`src/rtl/apb_slave_pkg.sv`:
```
// Shared types and address-field constants for the banked APB slave.
// Bank word index lives in Paddr[5:2]; everything above bit 5 must be zero.
package apb_slave_pkg;

  localparam int DEPTH     = 16;
  localparam int NUM_BANKS = 3;
  localparam int DATA_W    = 32;
  localparam int ADDR_W    = 32;
  localparam int CNT_W     = 16;
  localparam int IDX_LSB   = 2;
  localparam int IDX_MSB   = 5;

  typedef enum logic [1:0] {IDLE, SETUP, ACCESS} apb_state_t;

  function automatic logic addr_ok(input logic [ADDR_W-1:0] addr);
    return (addr[IDX_LSB-1:0] == '0) && (addr[ADDR_W-1:IDX_MSB+1] == '0);
  endfunction

endpackage

```
`src/rtl/apb_reg_bank.sv`:
```
// One DEPTH x 32 storage bank: synchronous write, registered read port,
// synchronous clear of every word and of the read register.
module apb_reg_bank #(
  parameter int DEPTH = 16,
  parameter int AW    = $clog2(DEPTH)
) (
  input  logic          clk_sys,
  input  logic          clr,
  input  logic          wr_en,
  input  logic [AW-1:0] wr_idx,
  input  logic [31:0]   wr_data,
  input  logic          rd_en,
  input  logic [AW-1:0] rd_idx,
  output logic [31:0]   rd_data
);

  logic [31:0] mem [DEPTH];

  always_ff @(posedge clk_sys) begin
    if (clr) begin
      for (int i = 0; i < DEPTH; i++) mem[i] <= '0;
      rd_data <= '0;
    end else begin
      if (wr_en) mem[wr_idx] <= wr_data;
      if (rd_en) rd_data <= mem[rd_idx];
    end
  end

endmodule

```
`src/rtl/apb_slave.sv`:
```
// Banked APB slave: one bank per Pselx bit, protocol checking with a
// single-cycle proto_err pulse, saturating write/read transfer counters.
module apb_slave #(
  parameter int DEPTH     = apb_slave_pkg::DEPTH,
  parameter int NUM_BANKS = apb_slave_pkg::NUM_BANKS
) (
  input  logic                 Hclk,
  input  logic                 Hreset,
  input  logic [NUM_BANKS-1:0] Pselx,
  input  logic                 Penable,
  input  logic                 Pwrite,
  input  logic [31:0]          Paddr,
  input  logic [31:0]          Pwdata,
  output logic [31:0]          Prdata,
  output logic                 proto_err,
  output logic [15:0]          wr_count,
  output logic [15:0]          rd_count
);
  import apb_slave_pkg::*;

  // state  | meaning
  // IDLE   | no transfer in flight
  // SETUP  | setup phase captured; this cycle must be the matching access phase
  // ACCESS | access phase just completed; a new setup may follow immediately
  localparam int AW = $clog2(DEPTH);

  apb_state_t state_q, state_d;

  logic [NUM_BANKS-1:0] cap_sel_q;
  logic [ADDR_W-1:0]    cap_addr_q;
  logic                 cap_write_q;
  logic                 cap_bad_q;
  logic [NUM_BANKS-1:0] rd_src_q;
  logic [DATA_W-1:0]    bank_rdata [NUM_BANKS];

  logic sel, bad_now, match, start, commit, err_d;

  assign sel     = |Pselx;
  assign bad_now = !$onehot(Pselx) || !addr_ok(Paddr);
  assign match   = Penable && (Pselx == cap_sel_q) && (Paddr == cap_addr_q)
                   && (Pwrite == cap_write_q);

  always_comb begin
    state_d = state_q;
    start   = 1'b0;
    commit  = 1'b0;
    err_d   = 1'b0;
    case (state_q)
      IDLE: begin
        if (sel && Penable) err_d = 1'b1;
        else if (sel) start = 1'b1;
      end
      SETUP: begin
        if (match) begin
          state_d = ACCESS;
          if (cap_bad_q) err_d = 1'b1;
          else commit = 1'b1;
        end else begin
          state_d = IDLE;
          err_d   = 1'b1;
        end
      end
      ACCESS: begin
        state_d = IDLE;
        if (sel && Penable) err_d = 1'b1;
        else if (sel) start = 1'b1;
      end
      default: state_d = IDLE;
    endcase
    if (start) state_d = SETUP;
  end

  always_ff @(posedge Hclk) begin
    if (Hreset) begin
      state_q     <= IDLE;
      cap_sel_q   <= '0;
      cap_addr_q  <= '0;
      cap_write_q <= 1'b0;
      cap_bad_q   <= 1'b0;
      rd_src_q    <= '0;
      proto_err   <= 1'b0;
      wr_count    <= '0;
      rd_count    <= '0;
    end else begin
      state_q   <= state_d;
      proto_err <= err_d;
      if (start) begin
        cap_sel_q   <= Pselx;
        cap_addr_q  <= Paddr;
        cap_write_q <= Pwrite;
        cap_bad_q   <= bad_now;
        // A bad read selects no bank, so Prdata reads back as zero
        if (!Pwrite) rd_src_q <= bad_now ? '0 : Pselx;
      end
      if (commit) begin
        if (cap_write_q) begin
          if (wr_count != '1) wr_count <= wr_count + 1'b1;
        end else begin
          if (rd_count != '1) rd_count <= rd_count + 1'b1;
        end
      end
    end
  end

  for (genvar n = 0; n < NUM_BANKS; n++) begin : g_bank
    apb_reg_bank #(.DEPTH(DEPTH)) u_bank (
      .clk_sys (Hclk),
      .clr     (Hreset),
      .wr_en   (commit && cap_write_q && cap_sel_q[n]),
      .wr_idx  (cap_addr_q[IDX_LSB +: AW]),
      .wr_data (Pwdata),
      .rd_en   (start && !Pwrite && !bad_now && Pselx[n]),
      .rd_idx  (Paddr[IDX_LSB +: AW]),
      .rd_data (bank_rdata[n])
    );
  end

  always_comb begin
    Prdata = '0;
    for (int n = 0; n < NUM_BANKS; n++) begin
      if (rd_src_q[n]) Prdata = Prdata | bank_rdata[n];
    end
  end

endmodule

```
`config.mk`:
```
export PLATFORM = sky130hd
export DESIGN_NAME = apb_slave
export DESIGN_NICKNAME = d
export VERILOG_FILES = /design/src/rtl/apb_slave_pkg.sv /design/src/rtl/apb_reg_bank.sv /design/src/rtl/apb_slave.sv
export SDC_FILE = /design/constraint.sdc
export NUM_CORES = 2
export LEC_CHECK = 0
export ABC_AREA = 1
export CORE_MARGIN = 5
export CORE_UTILIZATION = 60
export CTS_CLUSTER_SIZE = 14
export DETAILED_ROUTE_END_ITERATION = 10
export PLACE_DENSITY_LB_ADDON = 0.3
export SLEW_MARGIN = 25
export SYNTH_ARGS = -nofsm -noshare
export SYNTH_HDL_FRONTEND = slang
export SYNTH_HIERARCHICAL = 1
export SYNTH_SLANG_ARGS = --single-unit
export TNS_END_PERCENT = 20
```
`constraint.sdc`:
```
create_clock -name Hclk -period 4.44 [get_ports Hclk]
set_input_delay 0.888 -clock Hclk [delete_from_list [all_inputs] [get_ports Hclk]]
set_output_delay 0.888 -clock Hclk [all_outputs]
set_load 0.01 [all_outputs]
```
==> results.md <==
- Dpl hpwl: 144 mm
- CP peak stage delay: 0.66 ns
- Vias/cell: 6.02
- Leading area contributor after synthesis: edfxtp_1
- Die span in y: 370 µm
- Antenna violations before repair: 10
- Number of global-route vias before repair: 59.3k
- Worst path cell trace: buf_4 -> nand2_1 -> nand3_1 -> clkdlybuf4s50_1
- Maximum buffer depth of the clock tree: 3
- Most frequent cells in the layout: nand2_1, nor2_1, edfxtp_1
- Initial core utilization: 60.3%
- Share of flip-flops with an asynchronous set or reset: 0%
- Share of cells above drive strength 1: 7.75%
- Core Box Area: 129000 µm²
- Worst slew pin tran: 1.07 ns
- Pre-antenna DRT Iters: 8
- Post-synth top area share: 59.2%
- Tot GR Track Use: 34.3%
- Routed WL: 238 mm
- Max-Cap Viols: 0
- Yosys warns: 6
- Maximum clock frequency: 0.246 GHz
- Area Growth Syn to Fin: 11.1%
- WP data arrival: 3.17 ns
- First-pass GRT wire length: 355 mm
- Mapped Nets: 8510
- # clock sinks: 1707
- Fin util: 67.0%
- Commonest non-fill, non-tap cell in the layout: nand2_1
- Final Max Slew Viols: 0
- WL per Instance: 23.2 µm
- Most used DFF post-synth: edfxtp_1
- Die Footprint: 137000 µm²
- Post-layout min period: 4.06 ns
- DR vias: 61.7k
- Setup CP Type: reg -> out
- Fill cells: 9742
- Sequential-to-total area share from yosys stat: 63.6%
- RSZ-0062 raised after global routing: false
- Cts bufs inserted: 170
- H-tree depth: 4
- Post-CTS sizing: 0
- Post-DRT Antenna Nets: 0
- EDFF count, synth: 1536
- Clock latency on the worst-skew pair: 0.82 ns
- CTS root buf: clkbuf_16
- Synth Instances: 8436
- Hold/Removal Path Class: in -> reg
- # IOs: 136
- Top post-synthesis cells by area: edfxtp_1, nand2_1, nor2_1
- Synth Register Bits: 1707
- Slowest CP cell: dfxtp_1
- NumNets Final: 8425
- Final period utilization: 91.4%
- Synthesized area: 77900 µm²
- Total grt overflow: 0
- Hold_buf cts: 0
- Status: complete, no violations
- Element type at the critical path end: output pin
- Die span in x: 370 µm
- Worst IR drop on VDD: 500 µV
- Port Buffers: 135
- Power density cells: 401 nW/µm²
- RePlAce Congestion: 0.921
- Clk_skew: 0.0408 ns
- Relative slew margins: 28.6%
- Residual DRC: 0
- Clk slew on worst S/H paths: 0.06 ns
- DR iter-0 viols: 8475
- WP data required: 3.55 ns
- CP Launch Type: flip-flop
- Final hold vios: 0
- CP Max Fanout: 18
- Row count: 132
- Synth cell types: 36
- Final setup vio count: 0
- Pin count of the biggest net entering global routing: 170
- Postcts setup bufs: 0
- TritonCTS clock tree: done
- Leakage: 35.5 nW
- Syn avg cell area: 9.23 µm²
- Post-route setup TNS: 0 ns
## report_power, final
group	leakage [nW]	internal, W	switching (W)	total [W]
Sequential	17.2	0.0179	0.000146	0.0181
Clock	2.66	0.00778	0.00626	0.0140
Combinational	15.6	0.000650	0.00197	0.00262
## synthesized netlist by cell type (all sizes together), types with 4 or more instances
master,n
inv,344
nand4,18
nand3,1325
dfxtp,171
a21oi,11
nor2,1894
buf,388
nand2,2446
nor3,15
xnor2,4
clkinv,5
clkbuf,226
o21ai,7
edfxtp,1536
o22ai,33
## state kept, by name (all words and copies together), names as in the netlist, 2 cells and up
register	flops
cap_addr_q	32
cap_sel_q	3
g_bank.u_bank/mem	1536
g_bank.u_bank/rd_data	96
rd_count	16
rd_src_q	3
state_q	2
wr_count	16
## logic make-up (layout without fill, tap and decap cells)
group | after synthesis | after routing | share of synthesized area (%)
AND/OR/NAND/NOR | 5705 | 5705 | 30.3
flip-flops | 1707 | 1707 | 63.6
buffers and inverters | 963 | 1026 | 5.56
AO/OA/AOI/OAI | 53 | 53 | 0.399
XOR/XNOR | 5 | 5 | 0.0562
adder cells (fa/ha/maj) | 3 | 3 | 0.0578
other | 0 | 13 | 0
## metrics by stage
step,setup slack [ns],cells,hold WS (ns),total power (W),cell area (µm²)
global route,0.250,10200,0.384,0.0357,86500
detailed placement,0.0794,9921,0.488,0.0210,81100
global placement,0.138,9921,0.479,0.0209,81100
floorplan,0.536,8436,0.472,0.0199,77900
finish,0.382,10300,0.400,0.0347,86500
CTS,0.440,10200,0.351,0.0347,86500
## layout make-up
class	instances	area [µm²]	area share, %
Clock inverter	89	812	0.939
Timing Repair Buffer	357	3800	4.40
Tap cell	1742	2180	2.52
Multi-Input combinational cell	5766	24200	28.0
Sequential cell	1707	49500	57.3
Inverter	349	1330	1.54
Antenna cell	13	32.5	0.0376
Clock buffer	231	4600	5.32
## worst max-delay path: cells and delay by family, from the launching register on
family                 cells  cell delay [ns]
buffers and inverters      2             1.02
DFF                        1             0.66
and+or+nand+nor            2             0.66
## final timing paths
check                                end     startpoint  slack, ns  depth (start not counted)
max                           Prdata[31]    rd_src_q[2]       0.38                          4
min                        cap_addr_q[5]       Paddr[5]       0.40                          3
max reg2reg  g_bank[2].u_bank/mem[9][16]  cap_addr_q[5]       0.92                         15
min reg2reg                cap_addr_q[8]  cap_addr_q[8]       0.50                          2
## routing by layer
| metal | vias up | routed length (µm) | global-route usage (%) |
|---|---|---|---|
| met5 | - | 37 | 0 |
| met1 | 29200 | 84000 | 45.0 |
| met2 | 4299 | 107000 | 52.0 |
| met4 | 6 | 13300 | 18.1 |
| li1 | 27500 | - | - |
| met3 | 714 | 33700 | 10.3 |
(Power assumes the default switching activity.)
